### config.mk
export PLATFORM = sky130hd
export DESIGN_NAME = trdb_cfg_initiator
export DESIGN_NICKNAME = d
export VERILOG_FILES = /design/src/rtl/trdb_pkg.sv /design/src/rtl/trdb_cfg_initiator.sv
export SDC_FILE = /design/constraint.sdc
export NUM_CORES = 1
export LEC_CHECK = 0
export CAP_MARGIN = 10
export CORE_ASPECT_RATIO = 1.5
export CORE_MARGIN = 3
export CORE_UTILIZATION = 48
export CTS_BUF_LIST = sky130_fd_sc_hd__clkbuf_8
export DETAILED_ROUTE_END_ITERATION = 8
export HOLD_SLACK_MARGIN = 0.15
export PLACE_DENSITY = 0.81
export SLEW_MARGIN = 20
export SYNTH_ARGS = -nofsm -noshare
export SYNTH_HDL_FRONTEND = slang
export SYNTH_SLANG_ARGS = --single-unit
### constraint.sdc
create_clock -name clk_i -period 5.8 [get_ports clk_i]
set_input_delay 1.16 -clock clk_i [delete_from_list [all_inputs] [get_ports clk_i]]
set_output_delay 1.16 -clock clk_i [all_outputs]
set_load 0.05 [all_outputs]
### src/rtl/trdb_pkg.sv
// Shared trace-debugger definitions: register map and configuration-initiator
// command encoding.
package trdb_pkg;

    localparam logic [11:0] REG_TRDB_CTRL   = 12'h000;
    localparam logic [11:0] REG_TRDB_STATUS = 12'h004;
    localparam logic [11:0] REG_TRDB_FILTER = 12'h008;
    localparam logic [11:0] REG_TRDB_DUMP   = 12'h00C;

    typedef enum logic [1:0] {
        TRDB_OP_READ  = 2'b00,
        TRDB_OP_WRITE = 2'b01,
        TRDB_OP_POLL  = 2'b10,
        TRDB_OP_RSVD  = 2'b11
    } trdb_cfg_op_e;

    // A poll read succeeds when the masked read data equals the expected value;
    // expected bits outside the mask can therefore never match.
    function automatic logic poll_hit(input logic [31:0] rdata,
                                      input logic [31:0] mask,
                                      input logic [31:0] exp_val);
        return ((rdata & mask) == exp_val);
    endfunction

endpackage

### src/rtl/trdb_cfg_initiator.sv
// Command-driven register initiator: single read, single write, or polled read
// until a masked compare matches or the poll budget runs out.
module trdb_cfg_initiator
    import trdb_pkg::*;
#(
    parameter int unsigned APB_ADDR_WIDTH = 12,
    parameter int unsigned POLL_MAX       = 255,
    parameter int unsigned POLL_GAP       = 4
) (
    input  logic                      clk_i,
    input  logic                      rst_ni,
    input  logic                      cmd_valid_i,
    output logic                      cmd_ready_o,
    input  logic [1:0]                cmd_op_i,
    input  logic [APB_ADDR_WIDTH-1:0] cmd_addr_i,
    input  logic [31:0]               cmd_wdata_i,
    input  logic [31:0]               cmd_mask_i,
    input  logic [31:0]               cmd_expect_i,
    output logic                      rsp_valid_o,
    input  logic                      rsp_ready_i,
    output logic [31:0]               rsp_rdata_o,
    output logic                      rsp_err_o,
    output logic [7:0]                rsp_attempts_o,
    output logic                      per_valid_o,
    output logic                      per_we_o,
    output logic [APB_ADDR_WIDTH-1:0] per_addr_o,
    output logic [31:0]               per_wdata_o,
    input  logic                      per_ready_i,
    input  logic [31:0]               per_rdata_i
);

    typedef enum logic [1:0] {
        ST_IDLE   = 2'd0,
        ST_ACCESS = 2'd1,
        ST_GAP    = 2'd2,
        ST_RESP   = 2'd3
    } state_e;

    localparam logic [7:0] POLL_MAX_C = 8'(POLL_MAX);
    localparam logic [3:0] GAP_LAST_C = 4'(POLL_GAP - 1);

    state_e                    state_r;
    trdb_cfg_op_e              op_r;
    logic [APB_ADDR_WIDTH-1:0] addr_r;
    logic [31:0]               wdata_r;
    logic [31:0]               mask_r;
    logic [31:0]               exp_r;
    logic [7:0]                attempts_r;
    logic [3:0]                gap_cnt_r;
    logic                      cmd_ready_r;
    logic                      per_valid_r;
    logic                      per_we_r;
    logic                      rsp_valid_r;
    logic [31:0]               rsp_rdata_r;
    logic                      rsp_err_r;

    // Control FSM; every output is a flop so no input reaches an output combinationally.
    always_ff @(posedge clk_i or negedge rst_ni) begin
        if (!rst_ni) begin
            state_r     <= ST_IDLE;
            op_r        <= TRDB_OP_READ;
            addr_r      <= '0;
            wdata_r     <= 32'd0;
            mask_r      <= 32'd0;
            exp_r       <= 32'd0;
            attempts_r  <= 8'd0;
            gap_cnt_r   <= 4'd0;
            cmd_ready_r <= 1'b1;
            per_valid_r <= 1'b0;
            per_we_r    <= 1'b0;
            rsp_valid_r <= 1'b0;
            rsp_rdata_r <= 32'd0;
            rsp_err_r   <= 1'b0;
        end else begin
            case (state_r)
                ST_IDLE: begin
                    if (cmd_valid_i) begin
                        op_r        <= trdb_cfg_op_e'(cmd_op_i);
                        addr_r      <= cmd_addr_i;
                        wdata_r     <= cmd_wdata_i;
                        mask_r      <= cmd_mask_i;
                        exp_r       <= cmd_expect_i;
                        cmd_ready_r <= 1'b0;
                        case (trdb_cfg_op_e'(cmd_op_i))
                            TRDB_OP_READ, TRDB_OP_WRITE, TRDB_OP_POLL: begin
                                state_r     <= ST_ACCESS;
                                per_valid_r <= 1'b1;
                                per_we_r    <= (cmd_op_i == TRDB_OP_WRITE);
                                attempts_r  <= 8'd1;
                            end
                            default: begin
                                state_r     <= ST_RESP;
                                rsp_valid_r <= 1'b1;
                                rsp_err_r   <= 1'b1;
                                rsp_rdata_r <= 32'd0;
                                attempts_r  <= 8'd0;
                            end
                        endcase
                    end
                end
                ST_ACCESS: begin
                    if (per_ready_i) begin
                        per_valid_r <= 1'b0;
                        per_we_r    <= 1'b0;
                        if (op_r == TRDB_OP_POLL) begin
                            rsp_rdata_r <= per_rdata_i;
                            if (poll_hit(per_rdata_i, mask_r, exp_r)) begin
                                state_r     <= ST_RESP;
                                rsp_valid_r <= 1'b1;
                                rsp_err_r   <= 1'b0;
                            end else if (attempts_r == POLL_MAX_C) begin
                                state_r     <= ST_RESP;
                                rsp_valid_r <= 1'b1;
                                rsp_err_r   <= 1'b1;
                            end else begin
                                state_r    <= ST_GAP;
                                attempts_r <= attempts_r + 8'd1;
                                gap_cnt_r  <= 4'd0;
                            end
                        end else begin
                            rsp_rdata_r <= (op_r == TRDB_OP_WRITE) ? 32'd0 : per_rdata_i;
                            state_r     <= ST_RESP;
                            rsp_valid_r <= 1'b1;
                            rsp_err_r   <= 1'b0;
                        end
                    end
                end
                ST_GAP: begin
                    // Re-raise valid on the last idle cycle so the bus sees exactly POLL_GAP idle cycles.
                    if (gap_cnt_r == GAP_LAST_C) begin
                        state_r     <= ST_ACCESS;
                        per_valid_r <= 1'b1;
                    end else begin
                        gap_cnt_r <= gap_cnt_r + 4'd1;
                    end
                end
                ST_RESP: begin
                    if (rsp_ready_i) begin
                        state_r     <= ST_IDLE;
                        rsp_valid_r <= 1'b0;
                        cmd_ready_r <= 1'b1;
                    end
                end
                default: begin
                    state_r     <= ST_IDLE;
                    per_valid_r <= 1'b0;
                    rsp_valid_r <= 1'b0;
                    cmd_ready_r <= 1'b1;
                end
            endcase
        end
    end

    assign cmd_ready_o    = cmd_ready_r;
    assign rsp_valid_o    = rsp_valid_r;
    assign rsp_rdata_o    = rsp_rdata_r;
    assign rsp_err_o      = rsp_err_r;
    assign rsp_attempts_o = attempts_r;
    assign per_valid_o    = per_valid_r;
    assign per_we_o       = per_we_r;
    assign per_addr_o     = addr_r;
    assign per_wdata_o    = wdata_r;

endmodule

==> metrics.md <==
| Metric | Value |
|---|---|
| Status | completed |
| Post_cts resized | 0 |
| Setup violations, final | 0 |
| Inst Count DP | 1016 |
| Fmax | 298.4 MHz |
| Syn avg cell area | 11.86 um2 |
| FF+latch count, synth | 161 |
| Sequential area share after synthesis | a little under three fifths |
| Post-CTS setup buffers | 0 |
| Final Cell Area | around 10000 um2 |
| Final Cycle Share | roughly 58% |
| Critical Path Fanout Max | 17 |
| Worst setup EP type | register |
| First-pass GRT wire length | 33390 um |
| Vias after detailed routing | slightly below 6000 |
| CTS tree | built |
| Cell variety after synth | 49 |
| Post-synth EDFFs | 0 |
| Post-route minimum period | 3351 ps |
| Asr flop ratio synth | 100.0% |
| Tightest Hold Check Type | reg -> reg |
| CP arrival | 3710 ps |
| Crit path required time | 6160 ps |
| Maxcap violations | 0 |
| Dominant cell type by area after synthesis | dfrtp_1 |
| CP cell instances | clkdlybuf4s50_1 -> nand3_1 -> a211oi_2 -> nand4_1 -> nor4_4 -> o32a_1 -> mux2i_1 |
| TNS Setup | 0 ps |
| Vias in the first global route | 6454 |
| Core footprint | 14660 um2 |
| Initial antenna violation count | 2 |
| Drt initial violations | 261 |
| GPL Wtd Cong | 0.8689 |
| Mapped cell area | 7208 um2 |
| CP startpoint kind | input port |
| Gr ovfl total | 0 |
| Row count | 54 |
| Slew headroom | 25.56% |
| Die W | 106.1 um |
| Top_reg_cell synth | dfrtp_1 |
| IR drop worst, VDD | 0.4544 mV |
| Worst Clk Skew | 15.02 ps |
| Port Buf Inserts | roughly 240 |
| # clock sinks | roughly 160 |
| WL per Instance | just over 20 um |
| Final nets | about 990 |
| Slowest CP cell | nor4_4 |
| Synth warn | 0 |
| Hold Buf Count CTS | 0 |
| Final ANT Viol Nets | 0 |
| Initial Utilization | 49.16% |
| Pwr dens | 619.5 nW/um2 |
| Synth-to-layout area growth | 41.75% |
| H-tree depth | 4 |
| RSZ-0062 raised after global routing | no |
| Detailed Routing Iterations Pass 1 | 7 |
| Layout cells sized above 1 | 18.78% |
| Hold Vio Cnt, Final | 0 |
| Slew @ Worst Pin | 1114 ps |
| Syn Nets | 761 |
| Vias per cell | 5.665 |
| DIE AREA | 16550 um2 |
| Die Ht | about 160 um |
| CTS max path bufs | 2 |
| Largest net degree at the start of global routing | 110 |
| Hpwl dp | 15530 um |
| CTS root buf | clkbuf_8 |
| CTS Buf Count | 17 |
| Crit Path Class | in -> reg |
| IO Pins | 236 |
| Static Leak | 4.462 nW |
| Final std cells w/o fill | 1051 |
| Overall Global Routing Usage | 25.91% |
| Core Util, Final | 69.69% |
| DP Area | 9759 um2 |
| Slew Limit Fails | 0 |
| DRC | 0 |
| Clock latency on the worst-skew pair | 440 ps |
| Drt total wl | between 20000 and 25000 um |
| Mapped Cells | 608 |
| Largest cells by area after synthesis | dfrtp_1 56%, mux2_2 17%, nand2_1 4.5%, nand3_1 3.3%, a21oi_1 1.6% |
| Reg clk slew, reported paths | approximately 80 ps |
| Synth top area share | 55.55% |
| CP max stage delay | 860 ps |
[final cells by class]
cell class              instances  area, um2
multi-input cells             409       3055
diodes                          3      7.507
inverters                      10      37.54
well taps                     196      245.2
fillers                      1097       4444
clock inverters                15      216.5
repair buffers                240       2391
flip-flops and latches        161       4030
clock buffers                  17      234.0
[flip-flops by register name, indices dropped and copies added (netlist names)]
name / count
rsp_attempts_o: 8
state_r: 2
op_r: 2
rsp_valid_o: 1
per_wdata_o: 32
rsp_err_o: 1
per_valid_o: 1
rsp_rdata_o: 32
exp_r: 32
mask_r: 32
cmd_ready_o: 1
gap_cnt_r: 4
per_addr_o: 12
per_we_o: 1
[critical path: cells and delay by family]
kind / cells / cell delay, ps
compound gates: 2 / 630
buf+inv: 1 / 510
mux: 1 / 190
simple gates: 3 / 1210
[power breakdown]
part           internal, mW  switching (mW)
clock                 0.484           0.456
combinational          1.28            2.06
sequential             1.68           0.377
total                  3.44            2.89
[final timing paths]
path                                  from              end  slack (ps)  depth (start not counted)
setup reg to reg                state_r[1]  rsp_rdata_o[13]        2810                          6
max in group asynchronous           rst_ni       mask_r[27]        3640                          2
hold / removal              rsp_rdata_o[6]   rsp_rdata_o[6]         470                          2
hold reg to reg             rsp_rdata_o[6]   rsp_rdata_o[6]         470                          2
setup / recovery           per_rdata_i[20]     gap_cnt_r[2]        2450                          7
min in group asynchronous           rst_ni         exp_r[2]         840                          1
[layout by cell type (no fill, tap or decap), types with 2 or more instances in the layout]
cell / instances
a211oi_1: 6
a211oi_2: 4
a21boi_0: 8
a21o_1: 9
a21oi_1: 21
a21oi_4: 2
a31oi_1: 2
and3_1: 17
and3b_1: 8
buf_4: 5
bufinv_16: 4
clkbuf_8: 17
clkdlybuf4s50_1: 234
dfrtp_1: 160
diode_2: 3
ha_1: 6
inv_1: 10
inv_6: 6
inv_8: 2
mux2_2: 111
mux2i_1: 4
nand2_1: 85
nand2b_1: 3
nand3_1: 48
nand3b_1: 3
nand4_1: 5
nor2_1: 4
nor3_1: 3
nor4_1: 2
o211ai_1: 4
o21ai_0: 8
o21ai_1: 2
o22a_1: 8
o311ai_0: 10
o31ai_1: 3
or3_1: 6
[layer usage]
| layer | vias to the layer above | wire length (um) | GRT usage [%] |
|---|---|---|---|
| met5 | - | 0 | 0 |
| met4 | 0 | 862 | 13.70 |
| met3 | 45 | 1694 | 8.157 |
| met2 | 273 | 11140 | 45.65 |
| met1 | 2958 | 7462 | 27.69 |
| li1 | 2678 | - | - |
[Yosys cell counts, drive strengths merged (6+ instances only)]
master and n:
dfrtp 160, o21ai 10, a211oi 10, mux2 111, and3b 8, ha 6
o22a 8, clkbuf 24, inv 10, nand3 48, and3 17, a21boi 8
o311ai 10, a21o 9, nand4 6, a21oi 23, or3 6, nand2 86
[stage by stage]
step	power [mW]	hold WS (ps)	setup WS (ps)
after floorplan	4.202	468.5	3095
after global placement	5.284	452.0	2124
after detailed placement	5.412	455.6	2003
after CTS	6.368	475.4	2477
after global routing	6.664	497.2	2267
final	6.329	470.3	2449
[cells by family (layout without fill, tap and decap cells)]
group           after synthesis  in the layout  synth area share (%)
simple gates                190            190                 13.19
flops                       161            161                 55.91
mux                         115            115                 17.90
compound gates               98             98                 9.842
buf+inv                      38            282                 2.118
fa+ha+maj                     6              6                 1.041
other cells                   0              3                     0
Note: power is estimated with default switching activity, not from simulation.
